`src/rtl/cnt_dly_array_pkg.sv`:
```
// Shared types and default sizing for the counter/delay channel array.
package cnt_dly_array_pkg;

  localparam int unsigned DEF_CH_NUM      = 4;
  localparam int unsigned DEF_CNT_WIDTH   = 14;
  localparam int unsigned DEF_PRESC_WIDTH = 8;

  typedef enum logic [1:0] {
    MODE_DLY     = 2'd0,
    MODE_CNT     = 2'd1,
    MODE_FSM     = 2'd2,
    MODE_ONESHOT = 2'd3
  } mode_t;

  typedef enum logic [1:0] {
    EDGE_RISING  = 2'd0,
    EDGE_FALLING = 2'd1,
    EDGE_BOTH    = 2'd2,
    EDGE_NONE    = 2'd3
  } edge_t;

endpackage

```
`src/rtl/cnt_dly_channel.sv`:
```
// One counter/delay channel: edge qualifier, prescaler and mode-dependent counter.
module cnt_dly_channel
  import cnt_dly_array_pkg::*;
#(
  parameter int unsigned CNT_WIDTH   = DEF_CNT_WIDTH,
  parameter int unsigned PRESC_WIDTH = DEF_PRESC_WIDTH
) (
  input  logic                   clk,
  input  logic                   rst,
  input  logic [1:0]             mode,
  input  logic [1:0]             edge_sel,
  input  logic [CNT_WIDTH-1:0]   data,
  input  logic [PRESC_WIDTH-1:0] presc,
  input  logic                   use_cascade,
  input  logic                   cascade_tick,
  input  logic                   clr,
  input  logic                   din,
  input  logic                   keep,
  input  logic                   up,
  output logic                   out,
  output logic                   edge_det,
  output logic                   tc,
  output logic [CNT_WIDTH-1:0]   count
);

  logic                   in_q;
  logic                   busy;
  logic [PRESC_WIDTH-1:0] presc_cnt;

  logic                   in_n;
  logic                   busy_n;
  logic [PRESC_WIDTH-1:0] presc_n;
  logic                   out_n;
  logic                   edge_n;
  logic                   tc_n;
  logic [CNT_WIDTH-1:0]   count_n;

  logic presc_wrap_c;
  logic tick_c;
  logic qedge_c;

  // Tick source and qualified-edge decode.
  always_comb begin
    presc_wrap_c = (presc_cnt >= presc);
    tick_c       = use_cascade ? cascade_tick : presc_wrap_c;
    qedge_c      = 1'b0;
    case (edge_t'(edge_sel))
      EDGE_RISING:  qedge_c = din & ~in_q;
      EDGE_FALLING: qedge_c = ~din & in_q;
      EDGE_BOTH:    qedge_c = din ^ in_q;
      EDGE_NONE:    qedge_c = 1'b0;
    endcase
  end

  // Next-state for all channel registers; clear overrides every event.
  always_comb begin
    in_n    = din;
    presc_n = presc_wrap_c ? '0 : presc_cnt + PRESC_WIDTH'(1);
    count_n = count;
    out_n   = out;
    busy_n  = busy;
    edge_n  = qedge_c;
    tc_n    = 1'b0;
    if (clr) begin
      in_n    = 1'b0;
      presc_n = '0;
      count_n = '0;
      out_n   = 1'b0;
      busy_n  = 1'b0;
      edge_n  = 1'b0;
    end else begin
      case (mode_t'(mode))
        MODE_DLY: begin
          if (qedge_c) begin
            count_n = data;
            busy_n  = 1'b1;
          end else if (!busy) begin
            out_n = in_q;
          end else if (tick_c) begin
            if (count == '0) begin
              out_n  = in_q;
              busy_n = 1'b0;
            end else begin
              count_n = count - CNT_WIDTH'(1);
            end
          end
        end
        MODE_CNT: begin
          out_n = 1'b0;
          if (qedge_c) begin
            count_n = data;
          end else if (tick_c) begin
            if (count == '0) begin
              count_n = data;
              out_n   = 1'b1;
              tc_n    = 1'b1;
            end else begin
              count_n = count - CNT_WIDTH'(1);
            end
          end
        end
        MODE_FSM: begin
          if (qedge_c) begin
            count_n = '0;
          end else if (tick_c && !keep) begin
            if (up) begin
              if (count < data) begin
                count_n = count + CNT_WIDTH'(1);
                tc_n    = (count_n == data);
              end
            end else if (count != '0) begin
              count_n = count - CNT_WIDTH'(1);
              tc_n    = (count_n == '0);
            end
          end
          out_n = up ? (count_n == data) : (count_n == '0);
        end
        MODE_ONESHOT: begin
          if (!out) begin
            if (qedge_c) begin
              out_n   = 1'b1;
              count_n = data;
            end
          end else if (tick_c) begin
            if (count == '0) begin
              out_n = 1'b0;
              tc_n  = 1'b1;
            end else begin
              count_n = count - CNT_WIDTH'(1);
            end
          end
        end
      endcase
    end
  end

  // Channel state registers with asynchronous reset.
  always_ff @(posedge clk or posedge rst) begin
    if (rst) begin
      in_q      <= 1'b0;
      busy      <= 1'b0;
      presc_cnt <= '0;
      count     <= '0;
      out       <= 1'b0;
      edge_det  <= 1'b0;
      tc        <= 1'b0;
    end else begin
      in_q      <= in_n;
      busy      <= busy_n;
      presc_cnt <= presc_n;
      count     <= count_n;
      out       <= out_n;
      edge_det  <= edge_n;
      tc        <= tc_n;
    end
  end

endmodule

```
`src/rtl/cnt_dly_array.sv`:
```
// Array of independent counter/delay channels with optional tick cascading.
module cnt_dly_array
  import cnt_dly_array_pkg::*;
#(
  parameter int unsigned CH_NUM      = DEF_CH_NUM,
  parameter int unsigned CNT_WIDTH   = DEF_CNT_WIDTH,
  parameter int unsigned PRESC_WIDTH = DEF_PRESC_WIDTH
) (
  input  logic                          i_clk,
  input  logic                          i_reset,
  input  logic [2*CH_NUM-1:0]           i_cfg_mode,
  input  logic [2*CH_NUM-1:0]           i_cfg_edge,
  input  logic [CNT_WIDTH*CH_NUM-1:0]   i_cfg_data,
  input  logic [PRESC_WIDTH*CH_NUM-1:0] i_cfg_presc,
  input  logic [CH_NUM-1:0]             i_cfg_cascade,
  input  logic [CH_NUM-1:0]             i_ch_clr,
  input  logic [CH_NUM-1:0]             i_in,
  input  logic [CH_NUM-1:0]             i_keep,
  input  logic [CH_NUM-1:0]             i_up,
  output logic [CH_NUM-1:0]             o_out,
  output logic [CH_NUM-1:0]             o_edge_detect,
  output logic [CH_NUM-1:0]             o_tc,
  output logic [CNT_WIDTH*CH_NUM-1:0]   o_count
);

  // Channel 0 has no upstream stage, so its cascade enable is ignored.
  logic unused_cascade0;
  assign unused_cascade0 = i_cfg_cascade[0];

  for (genvar k = 0; k < int'(CH_NUM); k++) begin : g_ch
    logic casc_en;
    logic casc_tick;

    if (k == 0) begin : g_first
      assign casc_en   = 1'b0;
      assign casc_tick = 1'b0;
    end else begin : g_next
      assign casc_en   = i_cfg_cascade[k];
      assign casc_tick = o_tc[k-1];
    end

    cnt_dly_channel #(
      .CNT_WIDTH   (CNT_WIDTH),
      .PRESC_WIDTH (PRESC_WIDTH)
    ) u_ch (
      .clk          (i_clk),
      .rst          (i_reset),
      .mode         (i_cfg_mode[2*k +: 2]),
      .edge_sel     (i_cfg_edge[2*k +: 2]),
      .data         (i_cfg_data[CNT_WIDTH*k +: CNT_WIDTH]),
      .presc        (i_cfg_presc[PRESC_WIDTH*k +: PRESC_WIDTH]),
      .use_cascade  (casc_en),
      .cascade_tick (casc_tick),
      .clr          (i_ch_clr[k]),
      .din          (i_in[k]),
      .keep         (i_keep[k]),
      .up           (i_up[k]),
      .out          (o_out[k]),
      .edge_det     (o_edge_detect[k]),
      .tc           (o_tc[k]),
      .count        (o_count[CNT_WIDTH*k +: CNT_WIDTH])
    );
  end

endmodule

```
`config.mk`:
```
export PLATFORM = sky130hd
export DESIGN_NAME = cnt_dly_array
export DESIGN_NICKNAME = d
export VERILOG_FILES = /design/src/rtl/cnt_dly_array_pkg.sv /design/src/rtl/cnt_dly_channel.sv /design/src/rtl/cnt_dly_array.sv
export SDC_FILE = /design/constraint.sdc
export NUM_CORES = 1
export LEC_CHECK = 0
export BUFFER_PORTS_ARGS = -buffer_cell sky130_fd_sc_hd__buf_2
export CAP_MARGIN = 20
export CELL_PAD_IN_SITES_DETAIL_PLACEMENT = 2
export CELL_PAD_IN_SITES_GLOBAL_PLACEMENT = 2
export CORE_MARGIN = 2
export CORE_UTILIZATION = 37
export DETAILED_ROUTE_END_ITERATION = 16
export PLACE_DENSITY = 0.89
export SYNTH_ARGS = -nofsm -noshare
export SYNTH_HDL_FRONTEND = slang
export SYNTH_SLANG_ARGS = --single-unit
```
`constraint.sdc`:
```
create_clock -name i_clk -period 8.5 [get_ports i_clk]
set_input_delay 0.85 -clock i_clk [delete_from_list [all_inputs] [get_ports i_clk]]
set_output_delay 0.85 -clock i_clk [all_outputs]
set_load 0.005 [all_outputs]
```
== Word-level counts from Yosys, hierarchy flattened ==
Index checks and enable logic that the tools add are counted.
Widths: inputs -> output; s select.

* Memories kept: 0
* Bits in registers: 108
* Output and inout port bits: 68
* Bits in read-only memories: 0
* Input port bits: 126
* Word-level logic and storage cells: 367
* Latch bits: 0
* RAM bits: 0

* Order comparisons: 8
* Shifts and indexed selects: 0
* Equal/unequal tests: 56
* Div/mod/pow operators: 0
* Bitwise gates (word level): 20
* Reduce and logical (&&, ||, !) cells: 44
* Multipliers: 0
* Muxes and demuxes: 199
* Add/subtract/negate cells: 12

{| class="wikitable"
|+ Operator list
! cell !! count
|-
| $mux 14 || 68
|-
| $pmux 14 s4 || 4
|-
| $logic_not 14->1 || 12
|-
| $eq 14x14->1 || 8
|-
| $mux 1 || 107
|-
| $mux 8 || 8
|-
| $add 14x1->14 const B || 4
|-
| $lt 14x14->1 || 4
|-
| $reduce_bool 14->1 || 4
|-
| $sub 14x1->14 const B || 4
|-
| $ne 4x2->1 const B || 12
|-
| $add 8x1->8 const B || 4
|-
| $eq 2x2->1 const B || 16
|-
| $ge 8x8->1 || 4
|-
| $ne 4x4->1 const B || 8
|-
| $pmux 1 s4 || 8
|-
| $reduce_and 3->1 || 8
|-
| $eq 2x1->1 const B || 8
|-
| $logic_not 2->1 || 8
|-
| $ne 3x3->1 const B || 4
|-
| $pmux 1 s3 || 4
|-
| $and 1x1->1 || 8
|-
| $not 1->1 || 8
|-
| $reduce_bool 2->1 || 4
|-
| other kinds (3) || 12
|}

== Longest topological paths before layout ==
* Word-level depth: 11
* Mapped depth: 15
* Gate-level depth less buffers: 12

== Modules after synthesis ==
From an unflattened synthesis, not the netlist that was laid out.

* Cell total of the unflattened synthesis: 2744
* Area total of the unflattened synthesis: 18946.9 um^2

{| class="wikitable"
|+ Modules (own cells, without submodules)
! module !! area each (um^2) !! cells each !! sequential area each (um^2) !! times used
|-
| cnt_dly_channel at g_ch[2].u_ch || 4817.1 || 695 || 675.6 || 1
|-
| cnt_dly_channel at g_ch[3].u_ch || 4787.1 || 691 || 675.6 || 1
|-
| cnt_dly_channel at g_ch[1].u_ch || 4688.2 || 691 || 675.6 || 1
|-
| cnt_dly_channel at g_ch[0].u_ch || 4628.2 || 663 || 675.6 || 1
|-
| cnt_dly_array || 26.3 || 4 || 0.0 || 1
|}

== Least setup slack after synthesis ==
Ideal clock, no wire load.

* Path type: input to register
* Start point: in i_cfg_data[47]
* End point: reg g_ch[3].u_ch.out
* Path slack: 4461 ps
* Data arrival time: 3945 ps
* Path buffers: 2
* Required time: 8406 ps
* Setup time: 94 ps
* Stages on the path: 14
* Cells stage by stage: clkbuf_1 inv_1 ha_1 and4_1 o21ai_1 a311oi_2 clkbuf_1 o311ai_0 o41ai_1 o32ai_1 a2111o_1 nor4_1 o2111ai_1 a221oi_2

* Cells in the longest elaborated chain, start to end: 11
* Elaborated cells between the ends (all ways): 12
* Classes of those cells: order compare (1); eq/ne (1); mux (9); reduce/logical (1)

{| class="wikitable"
|+ RTL lines
! what !! line !! text
|-
| from (decl) || cnt_dly_array.sv:13 || <nowiki>input logic [CNT_WIDTH*CH_NUM-1:0] i_cfg_data,</nowiki>
|-
| $lt 14x14->1 || cnt_dly_channel.sv:107 || <nowiki>if (count < data) begin</nowiki>
|-
| $mux 14 || cnt_dly_channel.sv:107 ||
|-
| $mux 14 || cnt_dly_channel.sv:106 || <nowiki>if (up) begin</nowiki>
|-
| $mux 14 || cnt_dly_channel.sv:105 || <nowiki>end else if (tick_c && !keep) begin</nowiki>
|-
| $mux 14 || cnt_dly_channel.sv:103 || <nowiki>if (qedge_c) begin</nowiki>
|-
| $mux 14 || cnt_dly_channel.sv:72 || <nowiki>case (mode_t'(mode))</nowiki>
|-
| $mux 14 || cnt_dly_channel.sv:64 || <nowiki>if (clr) begin</nowiki>
|-
| $eq 14x14->1 / $logic_not 14->1 (equally long branches) || cnt_dly_channel.sv:116 || <nowiki>out_n = up ? (count_n == data) : (count_n == '0);</nowiki>
|-
| $mux 1 * || cnt_dly_channel.sv:116 ||
|-
| $pmux 1 s4 * || cnt_dly_channel.sv:72 ||
|-
| $mux 1 * || cnt_dly_channel.sv:64 ||
|-
| to (signal assigned) || cnt_dly_channel.sv:152 || <nowiki>out <= out_n;</nowiki>
|-
| to (decl) || cnt_dly_channel.sv:20 || <nowiki>output logic out,</nowiki>
|}

Mark *: on every way between the ends. The rest lies on a longest branch, timed or not. The select of a mux whose other input is x is not followed.
A chain may end at the register's enable or synchronous reset.

== Worst setup path in the final report ==
* Start point: in i_cfg_data[8]
* End point: reg g_ch[0].u_ch.out

* Cells in the longest elaborated chain, start to end: 11
* Elaborated cells between the ends (all ways): 12
* Classes of those cells: order compare (1); eq/ne (1); mux (9); reduce/logical (1)

{| class="wikitable"
|+ RTL lines
! what !! line
|-
| $lt 14x14->1 || cnt_dly_channel.sv:107
|-
| $mux 14 || cnt_dly_channel.sv:107
|-
| $mux 14 || cnt_dly_channel.sv:106
|-
| $mux 14 || cnt_dly_channel.sv:105
|-
| $mux 14 || cnt_dly_channel.sv:103
|-
| $mux 14 || cnt_dly_channel.sv:72
|-
| $mux 14 || cnt_dly_channel.sv:64
|-
| $eq 14x14->1 / $logic_not 14->1 (equally long branches) || cnt_dly_channel.sv:116
|-
| $mux 1 * || cnt_dly_channel.sv:116
|-
| $pmux 1 s4 * || cnt_dly_channel.sv:72
|-
| $mux 1 * || cnt_dly_channel.sv:64
|-
| to (signal assigned) || cnt_dly_channel.sv:152
|-
| to (decl) || cnt_dly_channel.sv:20
|}

Marked as above.

==> metrics.txt <==
status=completed; pin count of the biggest net entering global routing=63; gpl congestion=0.9929; Placed Cells=3,377; num rows=82; Synth area leader=dfrtp_1; top-count cell post-synth=nor2_1; Hold Fails Final Rpt=0; worst-margin pin slew=1240 ps; total global-route track usage=0.3543; Inserted Clock Buffers=9; CTS H-tree lvls=3; overall power=3118 uW; CP delay by family, top=simple AND/OR/NAND/NOR gates; CTS Hold Bufs=0; share of layout cells above drive strength 1=0.1193; Pre-antenna DRT Iters=5; ANT cells=0; final instance area=20,280 sq um; drt first-iter violations=2,118; classification of the worst setup path=primary input to register; I/O pins=194; synthesized instance count=2,702; syn_nets=2,944; vias=23,616; data arrival time of the critical path=5150 ps; Root Buffer=clkbuf_16; Req. time, crit path=8850 ps; end-of-flow core utilization=0.4058; vias in the first global route=25,041; number of library cell types mapped by synthesis=95; Setup Buffers After CTS=0; die height=228.5 um; Commonest cells post-synth=nor2_1 (262), nand2_1 (240), clkbuf_1 (204); setup TNS=0 ps; Yosys top cell area share=0.1449; P&R area growth vs syn=8.728%; Hold Path Class=register to register; post-cts resize count=0; worst skew pair latency=400 ps; Setup-failing EPs final=0; Post-synth EDFFs=0; post-route antenna net violation count=0; ys flop type=dfrtp_1; detailed-route wire length=95.68 mm; DP Area=19,970 sq um; # Max-Cap Violations=0; crit start category=primary input; CTS tree=yes; syn_area_per_cell=6.902 sq um; CP Buf/Inv Count=3; Post-DP HPWL=71.19 mm; critical path's largest stage delay=930 ps; CTS Sinks=108; Setup crit end kind=register; skew final=11.14 ps; drt wl/cell=28.17 um; max-slew headroom at the worst pin=0.1669; Slew Limit Fails=0; Reg clk slew, reported paths=90 ps; core region area=49,970 sq um; Post-Layout Cell Count=3,396; die area=52,220 sq um; LEAKAGE=0.008193 uW; Yosys warning total=0; drt via density=6.954; die span in x=228.5 um; Initial Util=0.3733; peak supply drop=97.45 uV; global route total overflow=0; crit path time final=4800 ps; synthesized area=18,650 sq um; crit path cell chain=buf_2, inv_1, ha_1, nand4_1, nor3_1, or2_1, nor3_1, buf_4, o311ai_1, a2111oi_0, nand4_1, nor4_1, o31a_1; period utilization=0.5647; Async S/R FF share, synth=1.000; # port buffers=192; post-synthesis register bit count=108; RSZ-0062 raised after global routing=false; post-synthesis sequential area ratio=0.1449; Pwr per Cell Area=153.8 nW/um^2; CTS max path bufs=2; Residual DRC=0; # nets final=2,962; Area contributors post-synth=dfrtp_1 (14%), ha_1 (7.8%), xnor2_1 (5.4%); CP max-delay cell=nor3_1; CP max FO=13; global-route wire length before repair=147.9 mm; Max Freq=208.3 MHz; initial antenna violation count=2
==> stage by stage <==
step / hold WS, ps / setup slack, ps
after global placement: 504.4 / 3655
after global routing: 550.9 / 3602
after CTS: 530.5 / 3608
final: 523.5 / 3700
after detailed placement: 519.2 / 3327
after floorplan: 466.6 / 4461
==> registers in the layout, summed over array words and instances (netlist names) <==
name,flops
g_ch.u_ch.count,56
g_ch.u_ch.presc_cnt,32
g_ch.u_ch.busy,4
g_ch.u_ch.edge_det,4
g_ch.u_ch.in_q,4
g_ch.u_ch.out,4
g_ch.u_ch.tc,4
==> cells by family (layout without fill, tap and decap cells) <==
family	count (synthesis)	count (layout)	synth area share
flip-flops	108	108	0.1449
XOR/XNOR	169	169	0.07936
adder cells (fa/ha/maj)	116	116	0.07782
AND/OR/NAND/NOR	1012	1012	0.2706
multiplexers	31	31	0.01711
buffers and inverters	385	407	0.08091
AO/OA/AOI/OAI	881	881	0.3293
==> power breakdown <==
group          leakage [uW]  switching, uW  internal (uW)
sequential          0.00145            146            557
clock              0.000131            252            207
combinational       0.00661           1300            659
==> cell type report <==
type | instances | area (sq um)
repair buffers | 251 | 1409
clock inverters | 5 | 37.54
multi-input cells | 2209 | 14520
clock buffers | 10 | 239.0
well taps | 672 | 840.8
fillers | 6008 | 29690
inverters | 141 | 531.8
flip-flops and latches | 108 | 2703
==> cell usage in the layout, fill, tap and decap left out, types with 29 or more instances in the layout <==
cell type	netlist	final
and3_1	29	29
buf_4	12	56
a21oi_1	187	187
nand3_1	91	91
dfrtp_1	108	108
xor2_1	53	53
xnor2_1	116	116
nor2_1	262	262
nand2_1	240	240
o31ai_1	39	37
buf_2	15	193
nand4_1	52	52
ha_1	116	116
inv_1	138	137
o22ai_1	35	35
o21ai_0	140	140
a31oi_1	50	50
nor3_1	101	98
o211ai_1	32	32
a211oi_1	44	44
nor4_1	56	56
==> worst register-to-register path, cell delays in order, from the launching register on <==
cell	delay, ps
dfrtp_1	740
ha_1	370
a21oi_1	140
o21ai_0	210
or2_1	480
nor3_1	930
buf_4	280
o311ai_1	210
a2111oi_0	530
nand4_1	170
nor4_1	470
o31a_1	190
==> routing by layer <==
metal	global-route usage	vias up	part of all wire
li1	-	10198	-
met1	0.4490	11850	0.41
met2	0.5931	1250	0.47
met3	0.04329	314	0.076
met4	0.1763	4	0.047
met5	0	-	0.00026
==> path summary, 6_finish.rpt <==
| kind | from | to | depth (start not counted) | slack (ps) |
|---|---|---|---|---|
| min | g_ch[1].u_ch.presc_cnt[0] | g_ch[1].u_ch.presc_cnt[0] | 1 | 520 |
| max reg2reg | g_ch[0].u_ch.count[11] | g_ch[0].u_ch.out | 11 | 3730 |
| max | i_cfg_data[8] | g_ch[0].u_ch.out | 13 | 3700 |
| max in group asynchronous | i_reset | g_ch[0].u_ch.count[10] | 3 | 6530 |
| min in group asynchronous | i_reset | g_ch[2].u_ch.edge_det | 2 | 530 |
| min reg2reg | g_ch[1].u_ch.presc_cnt[0] | g_ch[1].u_ch.presc_cnt[0] | 1 | 520 |
Power figures use the tool's default switching activity.
